--- config.mk ---
export PLATFORM = sky130hd
export DESIGN_NAME = tlk2711_tx_ctrl_flat
export DESIGN_NICKNAME = d
export VERILOG_FILES = /design/src/rtl/tlk2711_tx_ctrl_if.sv /design/src/rtl/tlk2711_tx_ctrl.sv /design/src/flat_wrapper.sv
export SDC_FILE = /design/constraint.sdc
export NUM_CORES = 1
export LEC_CHECK = 0
export CORE_MARGIN = 1.5
export CORE_UTILIZATION = 45
export CTS_BUF_LIST = sky130_fd_sc_hd__clkbuf_4
export DETAILED_ROUTE_END_ITERATION = 8
export MAX_ROUTING_LAYER = met4
export PLACE_DENSITY = 0.78
export SLEW_MARGIN = 20
export SYNTH_ARGS = -nofsm -noshare
export SYNTH_HDL_FRONTEND = slang
export SYNTH_SLANG_ARGS = --single-unit
--- constraint.sdc ---
create_clock -name clk -period 3.1 [get_ports clk]
set_clock_uncertainty 0.05 [all_clocks]
set_input_delay 0.31 -clock clk [delete_from_list [all_inputs] [get_ports clk]]
set_output_delay 0.31 -clock clk [all_outputs]
set_load 0.1 [all_outputs]
--- src/rtl/tlk2711_tx_ctrl_if.sv ---
// rtl/tlk2711_tx_ctrl_if.sv - DMA read-command channel between tlk2711_tx_ctrl and the DMA engine
//
// Purpose: carries one read command per valid/ready transfer, plus the
// in-order completion pulse that returns from the DMA engine.
// Signals:
//   dma_cmd_valid  controller -> DMA  command presented
//   dma_cmd_ready  DMA -> controller  command accepted when sampled with valid
//   dma_cmd_addr   controller -> DMA  command byte address (ADDR_WIDTH)
//   dma_cmd_len    controller -> DMA  command length in bytes, multiple of 8
//   dma_cmd_done   DMA -> controller  one-cycle pulse per completed command
// Modports: master = controller side, slave = DMA engine side.

interface tlk2711_tx_ctrl_if #(
    parameter int ADDR_WIDTH = 32
) ();
    logic                  dma_cmd_valid;
    logic                  dma_cmd_ready;
    logic [ADDR_WIDTH-1:0] dma_cmd_addr;
    logic [15:0]           dma_cmd_len;
    logic                  dma_cmd_done;

    modport master (
        output dma_cmd_valid, dma_cmd_addr, dma_cmd_len,
        input  dma_cmd_ready, dma_cmd_done
    );

    modport slave (
        input  dma_cmd_valid, dma_cmd_addr, dma_cmd_len,
        output dma_cmd_ready, dma_cmd_done
    );
endinterface

--- src/rtl/tlk2711_tx_ctrl.sv ---
// rtl/tlk2711_tx_ctrl.sv - TLK2711 transmit controller: frame split, DMA command issue, completion tracking
//
// Purpose: on i_tx_go, splits i_tx_total_len into body-sized frames, pulses
// o_tx_start to the TX datapath, issues one DMA read per frame (length rounded
// up to 8 bytes, at most MAX_OUTSTANDING in flight), then waits for all
// completions and the datapath interrupt before pulsing o_done.
// Ports:
//   clk, rst            clock, synchronous active-high reset
//   i_soft_reset        synchronous abort, same effect as rst
//   i_tx_go             start pulse, honoured only in IDLE
//   i_tx_base_addr      byte address of the first frame
//   i_tx_total_len      total payload bytes
//   i_tx_packet_body    body-frame payload bytes
//   o_tx_start          one-cycle start pulse to the datapath
//   o_tx_body_num       index of the last frame
//   o_tx_packet_tail    payload bytes of the last frame
//   dma                 DMA command channel (master modport)
//   i_tx_interrupt      datapath "last frame sent" pulse
//   o_busy, o_done      not-IDLE flag, one-cycle completion pulse
//   o_err               sticky flags: [0] configuration error, [1] timeout
// Build option: define TLK2711_TX_CTRL_TIMEOUT_EN to build the DMA-completion
// watchdog (TIMEOUT_CYCLES); otherwise o_err[1] is tied to 0.

module tlk2711_tx_ctrl #(
    parameter int ADDR_WIDTH      = 32,
    parameter int LEN_WIDTH       = 24,
    parameter int MAX_OUTSTANDING = 2,
    parameter int TIMEOUT_CYCLES  = 1000000
) (
    input  logic                  clk,
    input  logic                  rst,
    input  logic                  i_soft_reset,
    input  logic                  i_tx_go,
    input  logic [ADDR_WIDTH-1:0] i_tx_base_addr,
    input  logic [LEN_WIDTH-1:0]  i_tx_total_len,
    input  logic [15:0]           i_tx_packet_body,
    output logic                  o_tx_start,
    output logic [15:0]           o_tx_body_num,
    output logic [15:0]           o_tx_packet_tail,
    tlk2711_tx_ctrl_if.master     dma,
    input  logic                  i_tx_interrupt,
    output logic                  o_busy,
    output logic                  o_done,
    output logic [1:0]            o_err
);

    localparam logic [2:0] S_IDLE  = 3'd0;
    localparam logic [2:0] S_CALC  = 3'd1;
    localparam logic [2:0] S_START = 3'd2;
    localparam logic [2:0] S_ISSUE = 3'd3;
    localparam logic [2:0] S_DRAIN = 3'd4;

    localparam logic [2:0] MAX_OUT = 3'(MAX_OUTSTANDING);

    logic [2:0]            r_state;
    logic [ADDR_WIDTH-1:0] r_base_addr;
    logic [ADDR_WIDTH-1:0] r_cmd_addr;
    logic [LEN_WIDTH-1:0]  r_remaining;
    logic [15:0]           r_body_len;
    logic [15:0]           r_body_cnt;
    logic [15:0]           r_frame_idx;
    logic [15:0]           r_tx_body_num;
    logic [15:0]           r_tx_packet_tail;
    logic [2:0]            r_outstanding;
    logic                  r_intr_seen;
    logic                  r_cmd_valid;
    logic                  r_done;
    logic                  r_err_cfg;

    logic                  w_reset;
    logic                  w_go_accept;
    logic                  w_xfer;
    logic                  w_done_eff;
    logic                  w_last_frame;
    logic                  w_timeout;
    logic [2:0]            w_out_next;
    logic [LEN_WIDTH-1:0]  w_body_ext;
    logic [15:0]           w_frame_len;

    assign w_reset      = rst | i_soft_reset;
    assign w_go_accept  = (r_state == S_IDLE) & i_tx_go;
    assign w_xfer       = r_cmd_valid & dma.dma_cmd_ready;
    // A completion with nothing in flight is a stray pulse; drop it so the counter cannot wrap.
    assign w_done_eff   = dma.dma_cmd_done & (r_outstanding != 3'd0);
    assign w_out_next   = r_outstanding + 3'(w_xfer) - 3'(w_done_eff);
    assign w_body_ext   = LEN_WIDTH'(r_body_len);
    assign w_last_frame = (r_frame_idx == r_tx_body_num);
    assign w_frame_len  = w_last_frame ? r_tx_packet_tail : r_body_len;

    assign dma.dma_cmd_valid = r_cmd_valid;
    assign dma.dma_cmd_addr  = r_cmd_addr;
    // Length follows the frame index, which only moves on a transfer, so it holds while valid waits.
    assign dma.dma_cmd_len   = (w_frame_len + 16'd7) & 16'hFFF8;

    assign o_tx_start       = (r_state == S_START);
    assign o_busy           = (r_state != S_IDLE);
    assign o_done           = r_done;
    assign o_tx_body_num    = r_tx_body_num;
    assign o_tx_packet_tail = r_tx_packet_tail;

`ifdef TLK2711_TX_CTRL_TIMEOUT_EN
    localparam int WD_W = $clog2(TIMEOUT_CYCLES + 1);

    logic [WD_W-1:0] r_wd_cnt;
    logic            r_err_to;

    // Fires on the cycle the DMA has gone TIMEOUT_CYCLES without completing anything.
    assign w_timeout = (r_outstanding != 3'd0) && !w_done_eff &&
                       (r_wd_cnt == WD_W'(TIMEOUT_CYCLES - 1));

    always_ff @(posedge clk) begin
        if (w_reset) begin
            r_wd_cnt <= '0;
            r_err_to <= 1'b0;
        end else begin
            if ((r_outstanding == 3'd0) || w_done_eff || w_timeout)
                r_wd_cnt <= '0;
            else
                r_wd_cnt <= r_wd_cnt + WD_W'(1);

            if (w_timeout)
                r_err_to <= 1'b1;
            else if (w_go_accept)
                r_err_to <= 1'b0;
        end
    end

    assign o_err = {r_err_to, r_err_cfg};
`else
    assign w_timeout = 1'b0;
    assign o_err     = {1'b0, r_err_cfg};
`endif

    always_ff @(posedge clk) begin
        if (w_reset || w_timeout) begin
            r_state       <= S_IDLE;
            r_cmd_valid   <= 1'b0;
            r_done        <= 1'b0;
            r_outstanding <= 3'd0;
            r_intr_seen   <= 1'b0;
            r_base_addr   <= '0;
            r_cmd_addr    <= '0;
            r_remaining   <= '0;
            r_body_len    <= 16'd0;
            r_body_cnt    <= 16'd0;
            r_frame_idx   <= 16'd0;
            // A watchdog abort leaves the last split result and config flag visible.
            if (w_reset) begin
                r_err_cfg        <= 1'b0;
                r_tx_body_num    <= 16'd0;
                r_tx_packet_tail <= 16'd0;
            end
        end else begin
            r_done        <= 1'b0;
            r_outstanding <= w_out_next;
            if ((r_state != S_IDLE) && i_tx_interrupt)
                r_intr_seen <= 1'b1;

            case (r_state)
                S_IDLE: begin
                    if (i_tx_go) begin
                        r_base_addr <= i_tx_base_addr;
                        r_remaining <= i_tx_total_len;
                        r_body_len  <= i_tx_packet_body;
                        r_body_cnt  <= 16'd0;
                        r_err_cfg   <= 1'b0;
                        r_state     <= S_CALC;
                    end
                end
                S_CALC: begin
                    // remaining never reaches 0 by subtraction, so this only catches a zero total.
                    if ((r_remaining == '0) || (r_body_len == 16'd0)) begin
                        r_err_cfg   <= 1'b1;
                        r_intr_seen <= 1'b0;
                        r_state     <= S_IDLE;
                    end else if (r_remaining > w_body_ext) begin
                        if (r_body_cnt == 16'hFFFF) begin
                            r_err_cfg   <= 1'b1;
                            r_intr_seen <= 1'b0;
                            r_state     <= S_IDLE;
                        end else begin
                            r_remaining <= r_remaining - w_body_ext;
                            r_body_cnt  <= r_body_cnt + 16'd1;
                        end
                    end else begin
                        r_tx_body_num    <= r_body_cnt;
                        r_tx_packet_tail <= r_remaining[15:0];
                        r_state          <= S_START;
                    end
                end
                S_START: begin
                    r_cmd_addr  <= r_base_addr;
                    r_frame_idx <= 16'd0;
                    r_state     <= S_ISSUE;
                end
                S_ISSUE: begin
                    if (w_xfer) begin
                        if (w_last_frame) begin
                            r_cmd_valid <= 1'b0;
                            r_state     <= S_DRAIN;
                        end else begin
                            r_frame_idx <= r_frame_idx + 16'd1;
                            r_cmd_addr  <= r_cmd_addr + ADDR_WIDTH'(r_body_len);
                            // Back-to-back presentation when the window still has room.
                            r_cmd_valid <= (w_out_next < MAX_OUT);
                        end
                    end else if (!r_cmd_valid) begin
                        r_cmd_valid <= (w_out_next < MAX_OUT);
                    end
                end
                S_DRAIN: begin
                    if ((r_outstanding == 3'd0) && r_intr_seen) begin
                        r_intr_seen <= 1'b0;
                        r_done      <= 1'b1;
                        r_state     <= S_IDLE;
                    end
                end
                default: r_state <= S_IDLE;
            endcase
        end
    end

endmodule

--- src/flat_wrapper.sv ---
// flat-port wrapper written by rule: the top's interface ports become plain ports
module tlk2711_tx_ctrl_flat 
#(
    parameter int ADDR_WIDTH      = 32,
    parameter int LEN_WIDTH       = 24,
    parameter int MAX_OUTSTANDING = 2,
    parameter int TIMEOUT_CYCLES  = 1000000
)
  (clk, rst, i_soft_reset, i_tx_go, i_tx_base_addr, i_tx_total_len, i_tx_packet_body, o_tx_start, o_tx_body_num, o_tx_packet_tail, i_tx_interrupt, o_busy, o_done, o_err, dma_dma_cmd_valid, dma_dma_cmd_addr, dma_dma_cmd_len, dma_dma_cmd_ready, dma_dma_cmd_done);
  tlk2711_tx_ctrl_if #(.ADDR_WIDTH(ADDR_WIDTH)) dma_i ();
  input  logic clk;
  input  logic rst;
  input  logic i_soft_reset;
  input  logic i_tx_go;
  input  logic [ADDR_WIDTH-1:0] i_tx_base_addr;
  input  logic [LEN_WIDTH-1:0] i_tx_total_len;
  input  logic [15:0] i_tx_packet_body;
  output logic o_tx_start;
  output logic [15:0] o_tx_body_num;
  output logic [15:0] o_tx_packet_tail;
  input  logic i_tx_interrupt;
  output logic o_busy;
  output logic o_done;
  output logic [1:0] o_err;
  output wire logic [$bits(dma_i.dma_cmd_valid)-1:0] dma_dma_cmd_valid;
  output wire logic [$bits(dma_i.dma_cmd_addr)-1:0] dma_dma_cmd_addr;
  output wire logic [$bits(dma_i.dma_cmd_len)-1:0] dma_dma_cmd_len;
  input wire logic [$bits(dma_i.dma_cmd_ready)-1:0] dma_dma_cmd_ready;
  input wire logic [$bits(dma_i.dma_cmd_done)-1:0] dma_dma_cmd_done;
  assign dma_dma_cmd_valid = dma_i.dma_cmd_valid;
  assign dma_dma_cmd_addr = dma_i.dma_cmd_addr;
  assign dma_dma_cmd_len = dma_i.dma_cmd_len;
  assign dma_i.dma_cmd_ready = dma_dma_cmd_ready;
  assign dma_i.dma_cmd_done = dma_dma_cmd_done;
  tlk2711_tx_ctrl #(.ADDR_WIDTH(ADDR_WIDTH), .LEN_WIDTH(LEN_WIDTH), .MAX_OUTSTANDING(MAX_OUTSTANDING), .TIMEOUT_CYCLES(TIMEOUT_CYCLES)) u_core (.clk(clk), .rst(rst), .i_soft_reset(i_soft_reset), .i_tx_go(i_tx_go), .i_tx_base_addr(i_tx_base_addr), .i_tx_total_len(i_tx_total_len), .i_tx_packet_body(i_tx_packet_body), .o_tx_start(o_tx_start), .o_tx_body_num(o_tx_body_num), .o_tx_packet_tail(o_tx_packet_tail), .dma(dma_i), .i_tx_interrupt(i_tx_interrupt), .o_busy(o_busy), .o_done(o_done), .o_err(o_err));
endmodule
**Yosys cells after proc, flatten, opt, wreduce, memory -nomap -nowiden**

Index checks and enable logic that the tools add are counted.

- Bitwise operators: 6
- Equal/unequal tests: 17
- $lt $le $gt $ge: 2
- Reductions and logical operators: 18
- $add $sub $neg: 7
- Mux-type cells: 40

Operators by type and width:

| cell | number |
|---|---|
| 16-bit 2-to-1 mux | 7 |
| 24-bit 2-to-1 mux | 4 |
| 32-bit 2-to-1 mux | 2 |
| 16-bit case mux with 2 select lines | 2 |
| 32-bit case mux with 2 select lines | 1 |
| 24-bit case mux with 2 select lines | 1 |
| 16-bit by 1-bit adder with 16-bit output, second input constant | 2 |
| 32-bit by 16-bit adder with 32-bit output | 1 |
| 24-bit by 16-bit > comparator with 1-bit output | 1 |
| 24-bit logical NOT | 1 |
| 24-bit by 16-bit subtractor with 24-bit output | 1 |
| 3-bit 2-to-1 mux | 7 |
| 16-bit by 3-bit adder with 16-bit output, second input constant | 1 |
| 16-bit equality test | 1 |
| 16-bit equality test, second input constant | 1 |
| 16-bit logical NOT | 1 |
| 3-bit case mux with 5 select lines | 1 |
| 1-bit 2-to-1 mux | 13 |
| 5-bit AND reduction | 2 |
| 2-bit by 1-bit != test with 1-bit output, second input constant | 4 |
| 2-bit != test, second input constant | 4 |
| 3-bit by 2-bit equality test with 1-bit output, second input constant | 2 |
| 3-bit logical NOT | 2 |
| 3-bit by 1-bit != test with 1-bit output, second input constant | 2 |
| 18 further kinds | 26 |

- Bits in registers: 178
- Word-level logic and storage cells: 104
- Output and inout bits: 86
- Input port bits: 79

**Logic depth before layout (Yosys ltp)**

Gate-level depths: netlist of run 1.

- Depth in word-level cells: 7
- Gate-level depth with buffers: 14
- Gate-level depth less buffers: 13

**Worst setup path after synthesis of run 1**

Ideal clock, no wire load.

- Path kind: reg-to-output
- From: register u_core.r_tx_packet_tail[3], in the netlist u_core.o_tx_packet_tail[3]
- To: output dma_dma_cmd_len[11]
- Data required time: 2740 ps
- Data arrival time: 4429 ps
- Buffers on the path: 0
- Setup slack: -1689 ps
- Cell stages (with the launch flop): 8
- Cell sequence: dfxtp_1 o31a_1 and3_1 nand3_1 nor3_1 nand2_1 xor2_1 o21ai_0

- Longest elaborated chain between the ends: 2

Ends and longest elaborated chain:

| item | RTL line | text |
|---|---|---|
| start: declaration | tlk2711_tx_ctrl.sv:63 | `logic [15:0] r_tx_packet_tail;` |
| start signal: assignment | tlk2711_tx_ctrl.sv:187 | `r_tx_packet_tail <= r_remaining[15:0];` |
| 16-bit 2-to-1 mux | tlk2711_tx_ctrl.sv:88 | `assign w_frame_len = w_last_frame ? r_tx_packet_tail : r_body_len;` |
| 16-bit by 3-bit adder with 16-bit output | tlk2711_tx_ctrl.sv:93 | `assign dma.dma_cmd_len = (w_frame_len + 16'd7) & 16'hFFF8;` |
| end: declaration | flat_wrapper.sv:27 | `output wire logic [$bits(dma_i.dma_cmd_len)-1:0] dma_dma_cmd_len;` |

No other way between the ends.

**Final worst setup path of run 1**

- From: register u_core.r_frame_idx[14]
- To: output dma_dma_cmd_len[3]

- Longest elaborated chain between the ends: 3

Ends and longest elaborated chain:

| item | RTL line | text |
|---|---|---|
| start: declaration | tlk2711_tx_ctrl.sv:61 | `logic [15:0] r_frame_idx;` |
| start signal: assignment | tlk2711_tx_ctrl.sv:202 | `r_frame_idx <= r_frame_idx + 16'd1;` |
| 16-bit equality test | tlk2711_tx_ctrl.sv:87 | `assign w_last_frame = (r_frame_idx == r_tx_body_num);` |
| 16-bit 2-to-1 mux | tlk2711_tx_ctrl.sv:88 |  |
| 16-bit by 3-bit adder with 16-bit output | tlk2711_tx_ctrl.sv:93 |  |

No other way between the ends.

==> results of run 1 <==
[power by group through the flow]
stage / registers, uW / logic [uW] / clock network, uW
final: 2370 / 953 / 1260
after global routing: 2370 / 1040 / 1380
after CTS: 2370 / 935 / 1280
after detailed placement: 2420 / 924 / 0
after global placement: 2420 / 916 / 0
after floorplan: 2420 / 612 / 0
[kinds of logic after synthesis]
family / after synthesis / synth area share, %
muxes: 40 / 4.01
adders and majority gates: 39 / 5.11
other: 1 / 0.0376
and+or+nand+nor: 522 / 24.0
DFF: 178 / 35.7
xor gates and xnor gates: 85 / 7.46
AOI/OAI and AO/OA: 306 / 19.0
buffers and inverters: 113 / 4.74
[state kept, by name, indices dropped and copies added (netlist names)]
| name | count |
|---|---|
| u_core.r_base_addr | 32 |
| u_core.r_body_cnt | 16 |
| u_core.dma.dma_cmd_valid | 1 |
| u_core.r_outstanding | 3 |
| u_core.r_remaining | 24 |
| u_core.o_tx_packet_tail | 16 |
| u_core.r_frame_idx | 16 |
| u_core.o_done | 1 |
| u_core.r_err_cfg | 1 |
| u_core.r_body_len | 16 |
| u_core.r_state | 3 |
| u_core.r_intr_seen | 1 |
| u_core.dma.dma_cmd_addr | 32 |
| u_core.o_tx_body_num | 16 |
[cells in the final DEF (no fill, tap or decap), types with 8 or more instances in the layout]
cell type / n
a211oi_1: 21
a21o_1: 10
a21oi_1: 112
a31oi_1: 15
and2_1: 8
and3_1: 14
buf_12: 15
buf_4: 129
clkbuf_4: 20
clkdlybuf4s50_1: 79
dfxtp_1: 141
dfxtp_2: 32
ha_1: 36
inv_1: 34
mux2i_1: 37
nand2_1: 195
nand3_1: 32
nand4_1: 19
nor2_1: 131
nor2b_1: 8
nor3_1: 41
nor4_1: 12
o211ai_1: 10
o21a_1: 10
o21ai_0: 56
or3_1: 13
xnor2_1: 36
xor2_1: 44
[cell type report]
type                            instances  area, sq um
Timing Repair Buffer                  224         2070
Sequential cell                       178         3620
Clock inverter                         12          111
Antenna cell                            1         2.50
Clock buffer                           20          150
Fill cell                            1954         9140
Inverter                               35          131
Multi-Input combinational cell        996         6240
Tap cell                              280          350
[how the worst max path moves through the flow]
stage                                         startpoint                             endpoint
floorplan           u_core.o_tx_body_num[4]$_SDFFE_PP0P_                  dma_dma_cmd_len[11]
global placement       u_core.r_body_len[3]$_SDFFE_PP0P_  u_core.r_remaining[23]$_SDFFE_PP0P_
finish               u_core.r_frame_idx[14]$_SDFFE_PP0P_                   dma_dma_cmd_len[3]
CTS                   u_core.r_frame_idx[4]$_SDFFE_PP0P_                  dma_dma_cmd_len[13]
detailed placement     u_core.r_body_len[3]$_SDFFE_PP0P_  u_core.r_remaining[23]$_SDFFE_PP0P_
global route           u_core.r_body_len[1]$_SDFFE_PP0P_                  dma_dma_cmd_len[15]
[repair_timing]
action,CTS,global route
hold buffers,0,0
endpoints found under the setup margin,13,35
cloned,0,0
gates resized for setup,15,21
pin swaps,6,7
setup buffers,7,2
[Yosys cell counts, drive strengths merged, types with 7 or more instances]
cell type	instances
nor4	15
clkbuf	63
ha	36
xnor2	40
mux2i	40
nor3	44
inv	34
a21o	10
dfxtp	178
nand4	19
nand2b	7
o22ai	7
o21a	11
a311oi	7
xor2	45
a31oi	15
nand3	34
a211oi	22
buf	15
nor2b	9
o21ai	63
nand2	195
a21oi	119
nor2	134
and2	10
o211ai	10
or3	14
and3	16
[per-stage QoR]
stage               TNS [ps]  area (sq um)  instances  power [uW]  hold slack [ps]
floorplan               -107         10200       1287        3030              382
global placement           0         12200       1704        3330              395
detailed placement         0         12200       1704        3340              398
CTS                        0         12600       1743        4590              177
global route           -97.1         12700       1746        4790              180
finish                     0         12700       1746        4580              207
[critical path, stage by stage (launching register included)]
cell	delay, ps
dfxtp_1	370
xor2_1	170
nor4_1	400
nand4_1	150
buf_4	200
or3_1	360
o21ai_1	250
buf_12	230
[per-layer routing]
layer  GRT usage [%]  share of wire (%)
met2            42.2                 47
met5               -                  0
met1            34.6                 45
met4            9.39                3.5
met3            4.19                4.8
==> impl_metrics.py, run 1 <==
metrics = {
    "setup_path": {
        "r2r-start": "u_core.r_body_len[15]$_SDFFE_PP0P_",
        "rr_worst_depth": 9,
        "worstSetupStartpointType": "flip-flop",
        "r2r-end": "u_core.r_remaining[0]$_SDFFE_PP0P_",
        "crit_type": "reg -> out",
        "arrival_ps": 2710,
        "r2r_slack_ps": 120,
        "cp_max_fo": 4,
        "cp-end-kind": "primary output",
        "critPathRequiredTime_ps": 2740,
    },
    "sta": {
        "relSlewSlack_pct": 36.0,
        "setup_viol": 0,
        "fmax_mhz": 325,
        "tightest_slew_ps": 957,
        "postLayoutSetupSlackWorst_ps": 26.9,
        "fin_crit_sh_pct": 99.1,
        "fin_crit_ps": 3070,
        "hold_violations": 0,
        "maxSlewViolCount": 0,
        "rsz0062_at_grt": "true",
    },
    "hold_path": {
        "worstHoldStart": "i_tx_base_addr[10]",
        "min_path_type": "in -> reg",
        "min_to": "u_core.r_base_addr[10]$_SDFFE_PP0P_",
        "hold_depth": 3,
    },
    "floorplanning": {
        "dieArea_sq_um": 23100,
        "ios": 165,
        "rows": 54,
        "initial_core_util_pct": 45.7,
        "die_y_um": 152,
        "core_area_sq_um": 21800,
        "die_w_um": 152,
    },
    "cts": {
        "root_buffer": "clkbuf_4",
        "htreeDepth": 4,
        "clk_pin_slew_worst_paths_ps": 150,
        "cts.sinks": 178,
        "cts_buffer_depth": 2,
        "cts_made_buffers": 17,
        "insertion_delay_ps": 580,
        "cts_tree": "yes",
    },
    "finish": {
        "final_core_util_pct": 58.1,
        "drive_gt1_share_pct": 17.7,
        "nets": 1570,
        "synthToLayoutAreaGrowth_pct": 27.0,
    },
    "grt": {
        "grt_pass1_vias": 9420,
        "grt.total_usage_pct": 26.7,
        "grt_remaining_overflow": 0,
        "antenna_found_initial": 1,
        "grt_max_degree": 53,
        "grt_pass1_wl_mm": 48.8,
    },
    "placement": {
        "place_ws_ps": 11.3,
        "port_buffers": 160,
        "dpl.hpwl_mm": 22.5,
        "gp_congestion": 0.934,
    },
    "yosys": {
        "yosys.area.top_type": "dfxtp_1",
        "syn_avg_cell_area_sq_um": 7.77,
        "synthCells": 1284,
        "synth_edf_count": 0,
        "ys_ff_latch": 178,
        "synth_top_area_share_pct": 35.7,
        "synthFlopType": "dfxtp_1",
        "yosys_warnings": 0,
        "async_flop_share_pct": 0,
        "synth_cell_types": 73,
        "syn_area_sq_um": 9980,
        "synth_area_leaders": "dfxtp_1 (36%), nand2_1 (7.3%), a21oi_1 (6.0%), nor2_1 (5.0%), ha_1 (4.5%)",
        "seq_area_frac_synth_pct": 35.7,
    },
    "route": {
        "antenna_left": 0,
        "first_pass_iters": 5,
        "postRouteWirelength_mm": 30.3,
        "vias": 9917,
        "routedWlPerCell_um": 17.4,
        "post-route-drc-count": 0,
        "drt_iter0_markers": 796,
        "via_per_inst": 5.68,
    },
    "power_and_ir_drop": {
        "sw_frac_of_total_pct": 31.2,
        "vdd_drop_max_mv": 0.220,
        "pwr_density_cell_nw_per_um2": 361,
        "p_clk_share_pct": 27.6,
        "p_leak_uw": 0.00486,
        "power.switching_uw": 1430,
        "power_frac_comb_pct": 20.8,
        "p_seq_share_pct": 51.7,
        "p_int_uw": 3150,
    },
    "outcome": {
        "status": "complete, no violations",
    },
    "flow_run": {
        "maxCapViolCount": 0,
    },
}
(Power assumes the default switching activity.)
==> run 2, diff against run 1 <==
--- a/config.mk
+++ b/config.mk
@@ -5,12 +5,13 @@
 export SDC_FILE = /design/constraint.sdc
 export NUM_CORES = 1
 export LEC_CHECK = 0
-export CORE_MARGIN = 1.5
+export CORE_MARGIN = 2
 export CORE_UTILIZATION = 45
 export CTS_BUF_LIST = sky130_fd_sc_hd__clkbuf_4
 export DETAILED_ROUTE_END_ITERATION = 8
 export MAX_ROUTING_LAYER = met4
 export PLACE_DENSITY = 0.78
+export RECOVER_POWER = 25
 export SLEW_MARGIN = 20
 export SYNTH_ARGS = -nofsm -noshare
 export SYNTH_HDL_FRONTEND = slang
==> constraint.sdc (replaced) <==
create_clock -name clk -period 3 [get_ports clk]
set_clock_uncertainty 0.05 [all_clocks]
set_input_delay 0.3 -clock clk [delete_from_list [all_inputs] [get_ports clk]]
set_output_delay 0.3 -clock clk [all_outputs]
set_load 0.1 [all_outputs]
==> run 2 against run 1 <==
Net effect: cell count up 0.57%; clock power is 17% higher; worst setup slack improved by 9.7 ps; largest cell class unchanged; highest routed layer unchanged; via count up 1.9%; critical path depth is 2 higher; combinational power is 10% higher; non-clock buffer count up 11; sequential cell count stayed put.
==> impl_metrics.py, run 2 (same netlist as run 1, synthesis figures left out) <==
metrics = {
    "floorplanning": {
        "ios": 165,
        "rows": 54,
        "core_area_sq_um": 21800,
        "initial_core_util_pct": 45.7,
        "dieArea_sq_um": 23400,
        "die_w_um": 153,
        "die_y_um": 153,
    },
    "route": {
        "antenna_left": 0,
        "vias": 10100,
        "via_per_inst": 5.75,
        "drt_iter0_markers": 888,
        "post-route-drc-count": 0,
        "first_pass_iters": 5,
        "postRouteWirelength_mm": 30.8,
        "routedWlPerCell_um": 17.5,
    },
    "sta": {
        "finalSetupTns_ps": 0,
        "fin_crit_ps": 2960,
        "relSlewSlack_pct": 16.3,
        "tightest_slew_ps": 1260,
        "fmax_mhz": 337,
        "rsz0062_at_grt": "true",
        "postLayoutSetupSlackWorst_ps": 36.6,
        "setup_viol": 0,
        "hold_violations": 0,
        "fin_crit_sh_pct": 98.8,
        "maxSlewViolCount": 0,
    },
    "finish": {
        "final_core_util_pct": 58.4,
        "nets": 1581,
        "final_cells": 1756,
        "fin_area_sq_um": 12700,
        "layout_common_cells": "nand2_1 (194), dfxtp_1 (131), nor2_1 (129)",
        "diodes": 0,
        "final_common_cell": "nand2_1",
        "fill_cells": 2006,
        "drive_gt1_share_pct": 15.9,
        "synthToLayoutAreaGrowth_pct": 27.7,
    },
    "cts": {
        "cts_tree": "yes",
        "cts_buffer_depth": 2,
        "htreeDepth": 4,
        "cts_made_buffers": 17,
        "clk_pin_slew_worst_paths_ps": 150,
        "postCtsHoldBufs": 0,
        "cts.sinks": 178,
        "root_buffer": "clkbuf_4",
        "insertion_delay_ps": 590,
    },
    "grt": {
        "grt_remaining_overflow": 0,
        "grt.total_usage_pct": 26.2,
        "grt_max_degree": 52,
        "grt_pass1_wl_mm": 48.7,
        "grt_pass1_vias": 9592,
        "antenna_found_initial": 0,
    },
    "placement": {
        "gp_congestion": 0.943,
        "port_buffers": 160,
        "dpl.hpwl_mm": 22.3,
        "placed_area_sq_um": 12300,
        "place_ws_ps": 19.9,
        "placedCellCount": 1709,
    },
    "outcome": {
        "status": "complete, no violations",
    },
    "setup_path": {
        "critPathRequiredTime_ps": 2650,
        "cp_max_fo": 3,
        "worstSetupStartpointType": "flip-flop",
        "arrival_ps": 2610,
        "r2r_slack_ps": 150,
        "cp-end-kind": "primary output",
        "crit_type": "reg -> out",
    },
    "hold_path": {
        "min_path_type": "in -> reg",
    },
    "power_and_ir_drop": {
        "pwr_density_cell_nw_per_um2": 389,
        "vdd_drop_max_mv": 0.230,
        "p_leak_uw": 0.00475,
    },
    "flow_run": {
        "maxCapViolCount": 0,
    },
}
==> run 2: changes by cell type in the layout (fill, tap and decap cells not counted), moves of 2 or more <==
cell / delta
nor4_2: +2
clkinv_4: -2
buf_12: +3
o21ai_4: +2
bufinv_16: +2
dfxtp_1: -10
buf_4: -50
dfxtp_2: +9
nor4_1: -2
nor2_1: -2
clkbuf_1: +59
o21ai_1: -3
clkinvlp_4: -2
==> run 2: layer usage <==
layer	part of all wire [%]	track usage, %	vias to the layer above
li1	-	-	4882
met1	44	33.9	4783
met2	48	43.0	385
met3	6.2	4.11	54
met4	2.1	6.83	0
met5	0	-	-
==> run 2: worst max-delay path, stage by stage (launching register included) <==
cell and delay (ps):
dfxtp_4 380, o31a_1 230, and3_4 240, nand3_4 90, nor3_4 150, and3_4 230, nand4_1 150, xor2_2 200
mux2i_4 170, buf_12 190
==> run 2: final timing paths <==
kind | startpoint | to | cells after the start
worst max-delay path | u_core.o_tx_packet_tail[2]$_SDFFE_PP0P_ | dma_dma_cmd_len[15] | 9
worst max register to register | u_core.r_body_len[2]$_SDFFE_PP0P_ | u_core.o_tx_body_num[4]$_SDFFE_PP0P_ | 11
worst min-delay path | i_tx_base_addr[14] | u_core.r_base_addr[14]$_SDFFE_PP0P_ | 3
worst min register to register | u_core.r_base_addr[29]$_SDFFE_PP0P_ | u_core.r_base_addr[29]$_SDFFE_PP0P_ | 2
==> run 2: cell type report <==
class	count	area [sq um]	area share (%)
timing repair buffer	235	1970	15.4
multi-input combinational	996	6360	49.9
clock buffer	19	143	1.12
clock inverter	13	158	1.24
tap	280	350	2.75
sequential	178	3640	28.5
inverter	35	131	1.03
==> run 2: through the flow <==
| stage | hold WS [ps] | total power [uW] |
|---|---|---|
| 2_1_floorplan | 382 | 3130 |
| 3_5_place_dp | 400 | 3480 |
| 6_report | 186 | 4970 |
| 5_1_grt | 143 | 5170 |
| 4_1_cts | 158 | 4930 |
| 3_3_place_gp | 393 | 3480 |
==> run 2: timing repair <==
item,in CTS,in global routing
gates cloned,0,0
setup buffers,8,7
setup endpoints to repair,10,73
pin swaps,4,13
gates resized for setup,24,37
==> run 2: report_power, final <==
part / total, uW / switching, uW / internal [uW]
clock network: 1470 / 871 / 598
logic: 1050 / 598 / 452
registers: 2450 / 42.7 / 2400
total: 4970 / 1510 / 3450
